===== src/rtl/alu_serial_scheduler_pkg.sv =====
`default_nettype none
// ============================================================================
// Module      : alu_serial_scheduler_pkg
// Description : Shared types and constants for the serial ALU scheduler:
//               FSM state encoding, opcode field widths and slice op codes.
// Revision    : 1.0 - initial release
// ============================================================================
package alu_serial_scheduler_pkg;

    // Opcode field widths (mode and select)
    localparam int c_M_W = 1;
    localparam int c_S_W = 2;

    // Scheduler FSM states
    typedef enum logic [1:0] {
        ST_IDLE = 2'd0,
        ST_RUN  = 2'd1,
        ST_DONE = 2'd2
    } state_t;

    // Slice mode: logic ops or pass-through of operand A
    localparam logic [c_M_W-1:0] c_M_LOGIC = 1'b0;
    localparam logic [c_M_W-1:0] c_M_PASS  = 1'b1;

    // Slice select in logic mode
    localparam logic [c_S_W-1:0] c_S_AND = 2'd0;
    localparam logic [c_S_W-1:0] c_S_OR  = 2'd1;
    localparam logic [c_S_W-1:0] c_S_XOR = 2'd2;
    localparam logic [c_S_W-1:0] c_S_NOT = 2'd3;

endpackage
`default_nettype wire


===== src/rtl/alu_serial_scheduler_if.sv =====
`default_nettype none
// ============================================================================
// Module      : alu_serial_scheduler_if
// Description : Bundle of the two requester ports and the one-bit slice
//               ports. The scheduler uses the slave view; the requesters and
//               the slice together form the master view.
// Revision    : 1.0 - initial release
// ============================================================================
interface alu_serial_scheduler_if #(
    parameter int WIDTH = 8
);
    import alu_serial_scheduler_pkg::*;

    // Requester side
    logic [1:0]       req;
    logic [c_M_W-1:0] op_m0;
    logic [c_M_W-1:0] op_m1;
    logic [c_S_W-1:0] op_s0;
    logic [c_S_W-1:0] op_s1;
    logic [WIDTH-1:0] opa0;
    logic [WIDTH-1:0] opa1;
    logic [WIDTH-1:0] opb0;
    logic [WIDTH-1:0] opb1;
    logic [1:0]       grant;
    logic             busy;
    logic [1:0]       done;
    logic [WIDTH-1:0] result;

    // One-bit slice side
    logic [c_M_W-1:0] alu_m;
    logic [c_S_W-1:0] alu_s;
    logic             alu_a;
    logic             alu_b;
    logic             alu_f;

    modport slave (
        input  req, op_m0, op_m1, op_s0, op_s1, opa0, opa1, opb0, opb1, alu_f,
        output grant, busy, done, result, alu_m, alu_s, alu_a, alu_b
    );

    modport master (
        output req, op_m0, op_m1, op_s0, op_s1, opa0, opa1, opb0, opb1, alu_f,
        input  grant, busy, done, result, alu_m, alu_s, alu_a, alu_b
    );

endinterface
`default_nettype wire


===== src/rtl/alu_serial_scheduler_rr_arbiter2.sv =====
`default_nettype none
// ============================================================================
// Module      : rr_arbiter2
// Description : Two-requester round-robin picker. The pick is combinational
//               from the request vector and the priority pointer; the
//               pointer moves to the other requester when an operation ends.
// Revision    : 1.0 - initial release
// ============================================================================
module rr_arbiter2 (
    input  wire logic       clk,
    input  wire logic       reset_n,
    input  wire logic [1:0] i_req,
    input  wire logic       i_advance,   // one-cycle pulse at end of an operation
    input  wire logic       i_owner,     // index of the requester that finished
    output logic [1:0]      o_pick
);

    logic r_ptr;  // index of the requester holding priority on a tie

    // Pointer hands priority to the requester that did not just finish
    always_ff @(posedge clk or negedge reset_n) begin
        if (!reset_n) begin
            r_ptr <= 1'b0;
        end else if (i_advance) begin
            r_ptr <= ~i_owner;
        end
    end

    // A lone requester always wins; on a tie the pointer decides
    always_comb begin
        o_pick = 2'b00;
        case (i_req)
            2'b01:   o_pick = 2'b01;
            2'b10:   o_pick = 2'b10;
            2'b11:   o_pick = r_ptr ? 2'b10 : 2'b01;
            default: o_pick = 2'b00;
        endcase
    end

endmodule
`default_nettype wire


===== src/rtl/alu_serial_scheduler.sv =====
`default_nettype none
// ============================================================================
// Module      : alu_serial_scheduler
// Description : Shares an external one-bit ALU slice between two requesters.
//               Arbitrates round-robin, feeds operand bits LSB-first through
//               the slice one per clock, assembles the result and returns it
//               with a done pulse to the granted requester.
// Revision    : 1.0 - initial release
// ============================================================================
module alu_serial_scheduler
    import alu_serial_scheduler_pkg::*;
#(
    parameter int WIDTH = 8
) (
    input  wire logic               clk,
    input  wire logic               reset_n,
    alu_serial_scheduler_if.slave   bus
);

    localparam int             c_CW   = $clog2(WIDTH);
    localparam logic [c_CW-1:0] c_LAST = c_CW'(WIDTH - 1);

    state_t           r_state;
    logic [c_CW-1:0]  r_cnt;     // index of the bit currently on the slice
    logic             r_primed;  // slice carries a live bit this cycle
    logic [1:0]       r_owner;   // one-hot owner of the running operation
    logic [c_M_W-1:0] r_m;
    logic [c_S_W-1:0] r_s;
    logic [WIDTH-1:0] r_a;       // operand A, shifted right as bits are issued
    logic [WIDTH-1:0] r_b;       // operand B, shifted right as bits are issued
    logic [WIDTH-1:0] r_res;     // result shift register, filled from the MSB

    logic [1:0]       w_pick;
    logic             w_advance;

    assign w_advance = (r_state == ST_DONE);

    rr_arbiter2 u_arb (
        .clk       (clk),
        .reset_n   (reset_n),
        .i_req     (bus.req),
        .i_advance (w_advance),
        .i_owner   (r_owner[1]),
        .o_pick    (w_pick)
    );

    // Scheduler FSM: arbitrate, stream bits through the slice, report result.
    // The first RUN cycle only primes the slice registers, so bit k is on the
    // slice in cycle k+1 after grant and is captured at the end of that cycle.
    always_ff @(posedge clk or negedge reset_n) begin
        if (!reset_n) begin
            r_state    <= ST_IDLE;
            r_cnt      <= '0;
            r_primed   <= 1'b0;
            r_owner    <= 2'b00;
            r_m        <= '0;
            r_s        <= '0;
            r_a        <= '0;
            r_b        <= '0;
            r_res      <= '0;
            bus.grant  <= 2'b00;
            bus.done   <= 2'b00;
            bus.busy   <= 1'b0;
            bus.result <= '0;
            bus.alu_m  <= '0;
            bus.alu_s  <= '0;
            bus.alu_a  <= 1'b0;
            bus.alu_b  <= 1'b0;
        end else begin
            bus.grant <= 2'b00;
            bus.done  <= 2'b00;
            case (r_state)
                ST_IDLE: begin
                    if (|bus.req) begin
                        bus.grant <= w_pick;
                        bus.busy  <= 1'b1;
                        r_owner   <= w_pick;
                        if (w_pick[1]) begin
                            r_m <= bus.op_m1;
                            r_s <= bus.op_s1;
                            r_a <= bus.opa1;
                            r_b <= bus.opb1;
                        end else begin
                            r_m <= bus.op_m0;
                            r_s <= bus.op_s0;
                            r_a <= bus.opa0;
                            r_b <= bus.opb0;
                        end
                        r_cnt    <= '0;
                        r_primed <= 1'b0;
                        r_state  <= ST_RUN;
                    end
                end

                ST_RUN: begin
                    if (r_primed) begin
                        r_res <= {bus.alu_f, r_res[WIDTH-1:1]};
                    end
                    if (r_primed && (r_cnt == c_LAST)) begin
                        bus.result <= {bus.alu_f, r_res[WIDTH-1:1]};
                        bus.done   <= r_owner;
                        bus.alu_m  <= '0;
                        bus.alu_s  <= '0;
                        bus.alu_a  <= 1'b0;
                        bus.alu_b  <= 1'b0;
                        r_state    <= ST_DONE;
                    end else begin
                        bus.alu_m <= r_m;
                        bus.alu_s <= r_s;
                        bus.alu_a <= r_a[0];
                        bus.alu_b <= r_b[0];
                        r_a       <= r_a >> 1;
                        r_b       <= r_b >> 1;
                        if (r_primed) begin
                            r_cnt <= r_cnt + 1'b1;
                        end
                        r_primed <= 1'b1;
                    end
                end

                ST_DONE: begin
                    bus.busy <= 1'b0;
                    r_state  <= ST_IDLE;
                end

                default: begin
                    r_state <= ST_IDLE;
                end
            endcase
        end
    end

endmodule
`default_nettype wire


===== src/flat_wrapper.sv =====
// flat-port wrapper written by rule: the top's interface ports become plain ports
module alu_serial_scheduler_flat import alu_serial_scheduler_pkg::*;
#(
    parameter int WIDTH = 8
)
  (clk, reset_n, bus_req, bus_op_m0, bus_op_m1, bus_op_s0, bus_op_s1, bus_opa0, bus_opa1, bus_opb0, bus_opb1, bus_alu_f, bus_grant, bus_busy, bus_done, bus_result, bus_alu_m, bus_alu_s, bus_alu_a, bus_alu_b);
  alu_serial_scheduler_if #(.WIDTH(WIDTH)) bus_i ();
  input  wire logic clk;
  input  wire logic reset_n;
  input wire logic [$bits(bus_i.req)-1:0] bus_req;
  input wire logic [$bits(bus_i.op_m0)-1:0] bus_op_m0;
  input wire logic [$bits(bus_i.op_m1)-1:0] bus_op_m1;
  input wire logic [$bits(bus_i.op_s0)-1:0] bus_op_s0;
  input wire logic [$bits(bus_i.op_s1)-1:0] bus_op_s1;
  input wire logic [$bits(bus_i.opa0)-1:0] bus_opa0;
  input wire logic [$bits(bus_i.opa1)-1:0] bus_opa1;
  input wire logic [$bits(bus_i.opb0)-1:0] bus_opb0;
  input wire logic [$bits(bus_i.opb1)-1:0] bus_opb1;
  input wire logic [$bits(bus_i.alu_f)-1:0] bus_alu_f;
  output wire logic [$bits(bus_i.grant)-1:0] bus_grant;
  output wire logic [$bits(bus_i.busy)-1:0] bus_busy;
  output wire logic [$bits(bus_i.done)-1:0] bus_done;
  output wire logic [$bits(bus_i.result)-1:0] bus_result;
  output wire logic [$bits(bus_i.alu_m)-1:0] bus_alu_m;
  output wire logic [$bits(bus_i.alu_s)-1:0] bus_alu_s;
  output wire logic [$bits(bus_i.alu_a)-1:0] bus_alu_a;
  output wire logic [$bits(bus_i.alu_b)-1:0] bus_alu_b;
  assign bus_i.req = bus_req;
  assign bus_i.op_m0 = bus_op_m0;
  assign bus_i.op_m1 = bus_op_m1;
  assign bus_i.op_s0 = bus_op_s0;
  assign bus_i.op_s1 = bus_op_s1;
  assign bus_i.opa0 = bus_opa0;
  assign bus_i.opa1 = bus_opa1;
  assign bus_i.opb0 = bus_opb0;
  assign bus_i.opb1 = bus_opb1;
  assign bus_i.alu_f = bus_alu_f;
  assign bus_grant = bus_i.grant;
  assign bus_busy = bus_i.busy;
  assign bus_done = bus_i.done;
  assign bus_result = bus_i.result;
  assign bus_alu_m = bus_i.alu_m;
  assign bus_alu_s = bus_i.alu_s;
  assign bus_alu_a = bus_i.alu_a;
  assign bus_alu_b = bus_i.alu_b;
  alu_serial_scheduler #(.WIDTH(WIDTH)) u_core (.clk(clk), .reset_n(reset_n), .bus(bus_i));
endmodule

===== config.mk =====
export PLATFORM = sky130hd
export DESIGN_NAME = alu_serial_scheduler_flat
export DESIGN_NICKNAME = d
export VERILOG_FILES = /design/src/rtl/alu_serial_scheduler_pkg.sv /design/src/rtl/alu_serial_scheduler_if.sv /design/src/rtl/alu_serial_scheduler_rr_arbiter2.sv /design/src/rtl/alu_serial_scheduler.sv /design/src/flat_wrapper.sv
export SDC_FILE = /design/constraint.sdc
export NUM_CORES = 1
export LEC_CHECK = 0
export CORE_UTILIZATION = 35
export CTS_BUF_LIST = sky130_fd_sc_hd__clkbuf_8
export DETAILED_ROUTE_END_ITERATION = 8
export PLACE_DENSITY = 0.56
export RECOVER_POWER = 50
export SYNTH_ARGS = -nofsm -noshare
export SYNTH_HDL_FRONTEND = slang
export SYNTH_SLANG_ARGS = --single-unit

===== constraint.sdc =====
create_clock -name clk -period 4.6 [get_ports clk]
set_input_delay 0.92 -clock clk [delete_from_list [all_inputs] [get_ports clk]]
set_output_delay 0.92 -clock clk [all_outputs]
set_load 0.01 [all_outputs]

# ---- After elaboration in Yosys (flattened, before gate mapping)
# Cells that the tools add are included.
dict set report word_totals {
  ff_bits 54
  latch_bits 0
  ram_bits 0
  mem_bits_ro 0
  inputBits 43
  wordCells 74
  memories 0
}
dict set report classes {
  n_addsub 1
  n_mul 0
  div_mod_pow 0
  n_lt_le_gt_ge 0
  n_eq_ne 10
  shift 0
  mux 32
  n_bitwise 1
  n_reduce_logical 12
}
# cell n
set op_table {}
lappend op_table {{8-bit 2-to-1 mux} 6}
lappend op_table {{8-bit case mux with 2 select lines} 2}
lappend op_table {{2-bit 2-to-1 mux} 9}
lappend op_table {{2-bit AND reduction} 5}
lappend op_table {{3-bit 2-to-1 mux} 3}
lappend op_table {{1-bit 2-to-1 mux} 7}
lappend op_table {{2-bit == test, second input constant} 3}
lappend op_table {{2-bit by 1-bit inequality test with 1-bit output, second input constant} 3}
lappend op_table {{2-bit case mux with 3 select lines} 1}
lappend op_table {{3-bit case mux with 2 select lines} 1}
lappend op_table {{2-bit by 1-bit == test with 1-bit output, second input constant} 2}
lappend op_table {{1-bit case mux with 2 select lines} 2}
lappend op_table {{2-bit case mux with 2 select lines} 1}
lappend op_table {{4-bit AND reduction} 1}
lappend op_table {{2-bit nonzero test} 2}
lappend op_table {{3-bit by 1-bit adder with 3-bit output, second input constant} 1}
lappend op_table {{3-bit == test, second input constant} 1}
lappend op_table {{3-bit AND reduction} 1}
lappend op_table {{2-bit logical NOT} 1}
lappend op_table {{2-bit inequality test, second input constant} 1}
lappend op_table {{2-bit OR reduction} 1}
lappend op_table {{1-bit logical AND} 1}
lappend op_table {{1-bit NOT} 1}

# ---- Depth between registers and ports, before layout
# Gate-level depths: netlist (run 1).
dict set report depth {
  word_depth 5
  ltp_mapped 6
  mapped_depth_nobuf 5
}

# ---- Hierarchy
# Synthesis (run 1) repeated with hierarchy kept, for this count alone.
dict set report hier_totals {
  cells_unflattened 180
  hier_area_um2 2466.1
}
# module instances cells_each area_each_um2
set by_module_without_submodules {}
lappend by_module_without_submodules {alu_serial_scheduler 1 174 2413.6}
lappend by_module_without_submodules {rr_arbiter2 1 6 52.6}

# ---- Worst setup path before layout (run 1)
# OpenSTA, ideal clock, no wires.
dict set report synth_timing {
  path_kind {input to register}
  start {input bus_req[0]}
  end {register u_core.r_b[3]}
  arrival_time_ns 1.692
  required_ns 4.510
  slack_ns 2.818
  stages 5
  n_path_buf 2
  cell_sequence {nand2b_1 -> clkbuf_1 -> clkbuf_1 -> nand4_1 -> o2111ai_1}
}
dict set report synth_via {
  elab_chain_len 5
  elab_cells_between_ends 10
}
# item line_no
set synth_rtl {}
lappend synth_rtl {{start, declared} flat_wrapper.sv:10} ;# input wire logic [$bits(bus_i.req)-1:0] bus_req;
lappend synth_rtl {{2-bit == test or 2-bit by 1-bit == test with 1-bit output (tied branches)} alu_serial_scheduler_rr_arbiter2.sv:32} ;# case (i_req)
lappend synth_rtl {{2-bit case mux with 3 select lines} alu_serial_scheduler_rr_arbiter2.sv:32}
lappend synth_rtl {{8-bit 2-to-1 mux} alu_serial_scheduler.sv:78} ;# if (w_pick[1]) begin
lappend synth_rtl {{8-bit 2-to-1 mux} alu_serial_scheduler.sv:74} ;# if (|bus.req) begin
lappend synth_rtl {{8-bit case mux with 2 select lines} alu_serial_scheduler.sv:72} ;# case (r_state)
lappend synth_rtl {{end signal, assigned} alu_serial_scheduler.sv:82} ;# r_b <= bus.opb1;
lappend synth_rtl {{end signal, assigned} alu_serial_scheduler.sv:87} ;# r_b <= bus.opb0;
lappend synth_rtl {{end signal, assigned} alu_serial_scheduler.sv:113} ;# r_b <= r_b >> 1;
lappend synth_rtl {{end, declared} alu_serial_scheduler.sv:30} ;# logic [WIDTH-1:0] r_b;
# Several ways; a longest one is shown, not always the timed one. The select of a mux whose other input is x is not followed.
# A chain may end at the register's enable or synchronous reset.

# ---- Worst setup path after layout (run 1)
dict set report layout_timing {
  start {input bus_req[1]}
  end {register u_core.r_a[7]}
}
dict set report layout_via {
  elab_chain_len 5
  elab_cells_between_ends 10
}
# item line_no
set layout_rtl {}
lappend layout_rtl {{2-bit == test or 2-bit by 1-bit == test with 1-bit output (tied branches)} alu_serial_scheduler_rr_arbiter2.sv:32}
lappend layout_rtl {{2-bit case mux with 3 select lines} alu_serial_scheduler_rr_arbiter2.sv:32}
lappend layout_rtl {{8-bit 2-to-1 mux} alu_serial_scheduler.sv:78}
lappend layout_rtl {{8-bit 2-to-1 mux} alu_serial_scheduler.sv:74}
lappend layout_rtl {{8-bit case mux with 2 select lines} alu_serial_scheduler.sv:72}
lappend layout_rtl {{end signal, assigned} alu_serial_scheduler.sv:81} ;# r_a <= bus.opa1;
lappend layout_rtl {{end signal, assigned} alu_serial_scheduler.sv:86} ;# r_a <= bus.opa0;
lappend layout_rtl {{end signal, assigned} alu_serial_scheduler.sv:112} ;# r_a <= r_a >> 1;
lappend layout_rtl {{end, declared} alu_serial_scheduler.sv:29} ;# logic [WIDTH-1:0] r_a;
# Several ways; a longest one is shown, not always the timed one. The select of a mux whose other input is x is not followed.

==> results.py, run 1 <==
metrics = {
    "floorplan": {
        "die_width_um": 85.1,
        "coreArea_mm2": 0.00649,
        "die-area_mm2": 0.00724,
        "die_h_um": 85.1,
        "fp-row-count": 29,
        "io_pins": 61,
        "initial_core_util": 0.372,
    },
    "clock_tree": {
        "cts_buffer_depth": 2,
        "cts_resized": 0,
        "cts_made_buffers": 5,
        "ctsRootBufferMaster": "clkbuf_8",
        "clock_latency_ns": 0.30,
        "htree_levels": 2,
        "clkSinkCount": 53,
        "postCtsSetupRepairBufs": 0,
        "cts_tree": "done",
        "holdBufCountCts": 0,
        "clkSlewWorstSetupHoldPaths_ns": 0.10,
    },
    "critical_path": {
        "crit_buf_inv": 1,
        "critPathLaunch": "bus_req[1]",
        "cp_max_fo": 24,
        "path_cells": "clkdlybuf4s50_1 > nor3_2 > a311oi_4 > o32ai_1",
        "start_kind": "input port",
        "worstPathRequired_ns": 4.75,
        "critPathTopFamily": "buffers and inverters",
        "crit_path_max_incr_delay_ns": 1.06,
        "r2r_start": "u_core.r_state[0]$_DFFE_PN0P_",
        "crit_path_top_delay_cell": "clkdlybuf4s50_1",
        "path_class": "in -> reg",
        "cp_data_arrival_time_ns": 3.09,
        "end_kind": "flip-flop",
    },
    "sta": {
        "finalHoldViolCount": 0,
        "timing.setup.tns_ns": 0,
        "worstMarginPinSlew_ns": 1.27,
        "rsz0062_at_grt": "false",
        "drv_slew": 0,
        "finClkSkew_ns": 0.00756,
        "min_period_ns": 2.94,
        "setup_viol": 0,
        "timing.final.crit_share": 0.640,
        "fmax_mhz": 340,
        "relSlewSlack": 0.150,
    },
    "detailed_routing": {
        "first_pass_iters": 4,
        "wl_per_cell_um": 15.3,
        "via_per_inst": 5.33,
        "drc_errors": 0,
        "drt_iter0_drc": 121,
        "num_vias": 1850,
        "ant_nets": 0,
        "drt_wl_total_um": 5290,
    },
    "hold_path": {
        "hp-start": "u_core.r_owner[0]$_DFFE_PN0P_",
        "worstHoldPathType": "reg -> reg",
    },
    "final_layout": {
        "multi_input_area_um2": 921,
        "final_common_cell": "clkdlybuf4s50_1",
        "finalCoreUtilization": 0.480,
        "syn_to_final_growth_pct": 28.9,
        "diodes": 0,
        "nNetsFinal": 314,
        "most-common-layout-cells": "clkdlybuf4s50_1, dfrtp_1, nand3_1, inv_1, mux2_2",
        "fill_cells": 599,
        "drive_gt1_frac": 0.141,
        "seqCellArea_mm2": 0.00133,
    },
    "pwr": {
        "p_per_area_mw_per_mm2": 562,
        "power_leakage_nw": 1.28,
        "ir_worst_vdd_mv": 0.152,
    },
    "synth": {
        "synth_warnings": 0,
        "ys_async_sr_fraction": 1.00,
        "synthFlopType": "dfrtp_1",
        "synthesis.area_mm2": 0.00242,
        "synthXorXnorAreaFrac": 0,
        "syn_inst": 215,
        "synth_top_family_by_area": "simple AND/OR/NAND/NOR gates",
        "synthAdderAreaFrac": 0.0104,
        "synth_top_area_frac": 0.549,
        "synthSimpleGateAreaFrac": 0.166,
        "yosysSeqAreaShare": 0.549,
        "synth_area_leaders": "dfrtp_1, mux2_2, nand3_1",
        "synth.avg_cell_area_um2": 11.2,
        "yosys.area.top_type": "dfrtp_1",
        "ys_ff_latch": 53,
        "synth_compound_area_frac": 0.137,
        "synth_enable_flop_cells": 0,
        "synth.distinct_cells": 33,
        "synth_mux_area_frac": 0.0741,
        "syn_nets": 260,
    },
    "global_route": {
        "top_usage_layer": "met1",
        "grt_util_met2": 0.224,
        "grt_usage": 0.155,
        "grt.met1_usage": 0.231,
        "grt_max_degree": 54,
        "grt_pass1_vias": 1788,
        "antenna_found_initial": 0,
        "grt_pass1_wl_um": 8930,
        "met3_usage": 0.0321,
        "grt_overflow_total": 0,
    },
    "place": {
        "dp_hpwl_um": 3470,
        "io_buffer_count": 60,
        "gp_congestion": 0.754,
    },
    "run_status": {
        "status": "completed",
    },
    "job": {
        "maxCapViolations": 0,
    },
}
[cell usage after synthesis (all sizes together), types with 5 or more instances]
master    n
clkbuf    7
inv      18
nand2     8
dfrtp    53
a22o      5
o21ai     8
a21oi     5
o2111ai  14
nand3    30
nand4    14
mux2     15
buf       9
[state kept, by name, indices dropped and copies added (netlist names)]
| register | count |
|---|---|
| u_core.r_s | 2 |
| u_core.bus.alu_m | 1 |
| u_core.r_b | 8 |
| u_core.r_state | 2 |
| u_core.bus.alu_b | 1 |
| u_core.bus.alu_s | 2 |
| u_core.bus.done | 2 |
| u_core.bus.grant | 2 |
| u_core.bus.busy | 1 |
| u_core.bus.alu_a | 1 |
| u_core.r_owner | 2 |
| u_core.r_cnt | 3 |
| u_core.u_arb.r_ptr | 1 |
| u_core.r_res | 7 |
| u_core.r_a | 8 |
| u_core.r_m | 1 |
| u_core.r_primed | 1 |
| u_core.bus.result | 8 |
[layout make-up]
class,instances,area share
flip-flops and latches,53,0.426
inverters,18,0.0217
clock buffers,5,0.0221
well taps,77,0.0309
multi-input cells,128,0.296
clock inverters,3,0.00562
repair buffers,63,0.198
[metal layers]
layer | routed length, um | share of wire
met1 | 2610 | 0.49
met2 | 2440 | 0.46
met3 | 209 | 0.039
met4 | 41 | 0.0077
met5 | 0 | 0
[where the power goes]
| group | internal, mW | switching, mW |
|---|---|---|
| Combinational | 0.380 | 0.342 |
| Clock | 0.105 | 0.155 |
| Sequential | 0.658 | 0.108 |
| Total | 1.14 | 0.606 |
[final timing paths]
kind                                                          to  slack, ns  cells after the start
min in group asynchronous       u_core.bus.result[7]$_DFFE_PN0P_       0.73                      2
worst max-delay path                   u_core.r_a[7]$_DFFE_PN0P_       1.66                      4
worst min-delay path                u_core.bus.done[0]$_DFF_PN0_       0.50                      1
max in group asynchronous            u_core.r_cnt[2]$_DFFE_PN0P_       3.43                      2
worst min register to register      u_core.bus.done[0]$_DFF_PN0_       0.50                      1
worst max register to register  u_core.bus.result[1]$_DFFE_PN0P_       1.89                      4
[logic make-up (layout without fill, tap and decap cells)]
family	Yosys count	count (layout)
muxes	16	16
DFF	53	53
buffers and inverters	34	89
adders and majority gates	2	2
AOI/OAI and AO/OA	41	41
and+or+nand+nor	69	69
[through the flow]
| step | instances | setup slack (ns) | total power, mW | instance area, um^2 | hold WS (ns) |
|---|---|---|---|---|---|
| floorplan | 215 | 2.82 | 1.26 | 2420 | 0.444 |
| global placement | 339 | 1.33 | 1.50 | 3040 | 0.472 |
| detailed placement | 339 | 1.31 | 1.52 | 3040 | 0.479 |
| CTS | 347 | 1.67 | 1.78 | 3130 | 0.504 |
| global route | 347 | 1.50 | 1.88 | 3120 | 0.524 |
| finish | 347 | 1.66 | 1.75 | 3120 | 0.504 |
No activity file was read; power rests on OpenSTA's default activity.
==> run 2: changes to the inputs <==
--- a/config.mk
+++ b/config.mk
@@ -8,7 +8,7 @@
 export CORE_UTILIZATION = 35
 export CTS_BUF_LIST = sky130_fd_sc_hd__clkbuf_8
 export DETAILED_ROUTE_END_ITERATION = 8
-export PLACE_DENSITY = 0.56
+export PLACE_DENSITY = 0.59
 export RECOVER_POWER = 50
 export SYNTH_ARGS = -nofsm -noshare
 export SYNTH_HDL_FRONTEND = slang
==> constraint.sdc (replaced) <==
create_clock -name clk -period 2.4 [get_ports clk]
set_input_delay 0.48 -clock clk [delete_from_list [all_inputs] [get_ports clk]]
set_output_delay 0.48 -clock clk [all_outputs]
set_load 0.01 [all_outputs]
==> run 2 against run 1 <==
Effect of this change: the flow now finishes with violations (capacitance limit, slew limit); critical path depth is 1 higher; flip-flop and latch count unchanged; global-route usage is 0.49 points higher; largest cell class unchanged.
==> results.py, run 2 (synthesized netlist as in run 1, its figures left out) <==
metrics = {
    "critical_path": {
        "end_kind": "flip-flop",
        "r2r_start": "u_core.r_cnt[0]$_DFFE_PN0P_",
        "cp_data_arrival_time_ns": 2.07,
        "critPathLaunch": "bus_req[1]",
        "ff2ff_path_depth": 5,
        "start_kind": "input port",
        "path_class": "in -> reg",
        "cp_max_fo": 6,
        "worstPathRequired_ns": 2.60,
    },
    "detailed_routing": {
        "first_pass_iters": 4,
        "drt_wl_total_um": 5360,
        "wl_per_cell_um": 15.2,
        "via_per_inst": 5.24,
        "ant_nets": 0,
        "drc_errors": 0,
        "num_vias": 1846,
        "drt_iter0_drc": 116,
    },
    "sta": {
        "holdWs_ns": 0.490,
        "fmax_mhz": 537,
        "rsz0062_at_grt": "false",
        "timing.setup.tns_ns": 0,
        "timing.final.crit_share": 0.777,
        "finClkSkew_ns": 0.00628,
        "relSlewSlack": -0.0170,
        "fin_ws_ns": 0.536,
        "min_period_ns": 1.86,
        "worstMarginPinSlew_ns": 1.53,
        "finalHoldViolCount": 0,
        "drv_slew": 26,
        "setup_viol": 0,
    },
    "pwr": {
        "p_per_area_mw_per_mm2": 1090,
        "power_leakage_nw": 1.32,
        "ir_worst_vdd_mv": 0.341,
        "power_mw": 3.45,
    },
    "clock_tree": {
        "ctsRootBufferMaster": "clkbuf_8",
        "holdBufCountCts": 0,
        "clock_latency_ns": 0.30,
        "postCtsSetupRepairBufs": 0,
        "cts_tree": "done",
        "clkSlewWorstSetupHoldPaths_ns": 0.10,
        "cts_resized": 0,
        "clkSinkCount": 53,
        "htree_levels": 2,
        "cts_buffer_depth": 2,
        "cts_made_buffers": 5,
    },
    "floorplan": {
        "coreArea_mm2": 0.00649,
        "initial_core_util": 0.372,
        "die_width_um": 85.1,
        "die_h_um": 85.1,
        "io_pins": 61,
        "die-area_mm2": 0.00724,
        "fp-row-count": 29,
    },
    "global_route": {
        "grt_pass1_vias": 1842,
        "grt_pass1_wl_um": 9110,
        "grt_overflow_total": 0,
        "grt_usage": 0.160,
        "antenna_found_initial": 0,
        "grt_max_degree": 29,
    },
    "final_layout": {
        "most-common-layout-cells": "clkdlybuf4s50_1, dfrtp_1, nand3_1, inv_1, mux2_2",
        "final_common_cell": "clkdlybuf4s50_1",
        "seqCellArea_mm2": 0.00133,
        "syn_to_final_growth_pct": 31.6,
        "drive_gt1_frac": 0.149,
        "fill_cells": 592,
        "diodes": 0,
        "reg_top3": "u_core.bus.result x8, u_core.r_a x8, u_core.r_b x8",
        "nNetsFinal": 319,
        "multi_input_area_um2": 921,
        "layout.cells.non_filler": 352,
    },
    "place": {
        "dp_hpwl_um": 3700,
        "pre_cts_slack_ns": 0.384,
        "gp_congestion": 0.776,
        "io_buffer_count": 60,
        "placed_cells": 344,
    },
    "hold_path": {
        "hp-start": "u_core.r_cnt[0]$_DFFE_PN0P_",
        "worstHoldPathType": "reg -> reg",
        "worstHoldPathCells": 1,
    },
    "run_status": {
        "status": "complete, but fails checks",
        "failed_checks": "capacitance limit, slew limit",
    },
    "job": {
        "maxCapViolations": 1,
    },
}
## run 2: where the power goes
group | switching (mW) | internal (mW) | total, mW | leakage [nW]
Sequential | 0.209 | 1.26 | 1.47 | 0.651
Combinational | 0.665 | 0.761 | 1.43 | 0.615
Clock | 0.293 | 0.262 | 0.554 | 0.0542
## run 2: critical path, cell delays in order
cell,delay [ns]
dlygate4sd3_1,0.61
a21boi_0,0.42
buf_4,0.23
a21oi_1,0.05
o32ai_1,0.27
## run 2: cell type report
class / instances / area share
tap: 77 / 0.0303
clock buffer: 7 / 0.0303
sequential: 53 / 0.417
inverter: 18 / 0.0213
timing repair buffer: 68 / 0.210
clock inverter: 1 / 0.00157
multi-input combinational: 128 / 0.290
## run 2: routing by layer
metal | GRT usage | share of wire | vias up
met5 | 0 | 0 | -
met4 | 0.0508 | 0.013 | 0
met3 | 0.0263 | 0.034 | 6
met2 | 0.251 | 0.46 | 41
met1 | 0.226 | 0.49 | 894
li1 | - | - | 905
## run 2: metrics by stage
step                      cell area, um^2  utilization
after global routing                 3180        0.490
after global placement               3090        0.476
after detailed placement             3090        0.476
after CTS                            3200        0.492
final                                3180        0.490
after floorplan                      2420            -
## run 2: worst paths after layout
kind | to | slack (ns)
worst max register to register | u_core.bus.result[2]$_DFFE_PN0P_ | 0.60
worst min register to register | u_core.r_cnt[0]$_DFFE_PN0P_ | 0.49
worst min-delay path | u_core.r_cnt[0]$_DFFE_PN0P_ | 0.49
worst max-delay path | u_core.r_b[7]$_DFFE_PN0P_ | 0.54
min in group asynchronous | u_core.bus.result[4]$_DFFE_PN0P_ | 0.53
max in group asynchronous | u_core.r_b[2]$_DFFE_PN0P_ | 0.98
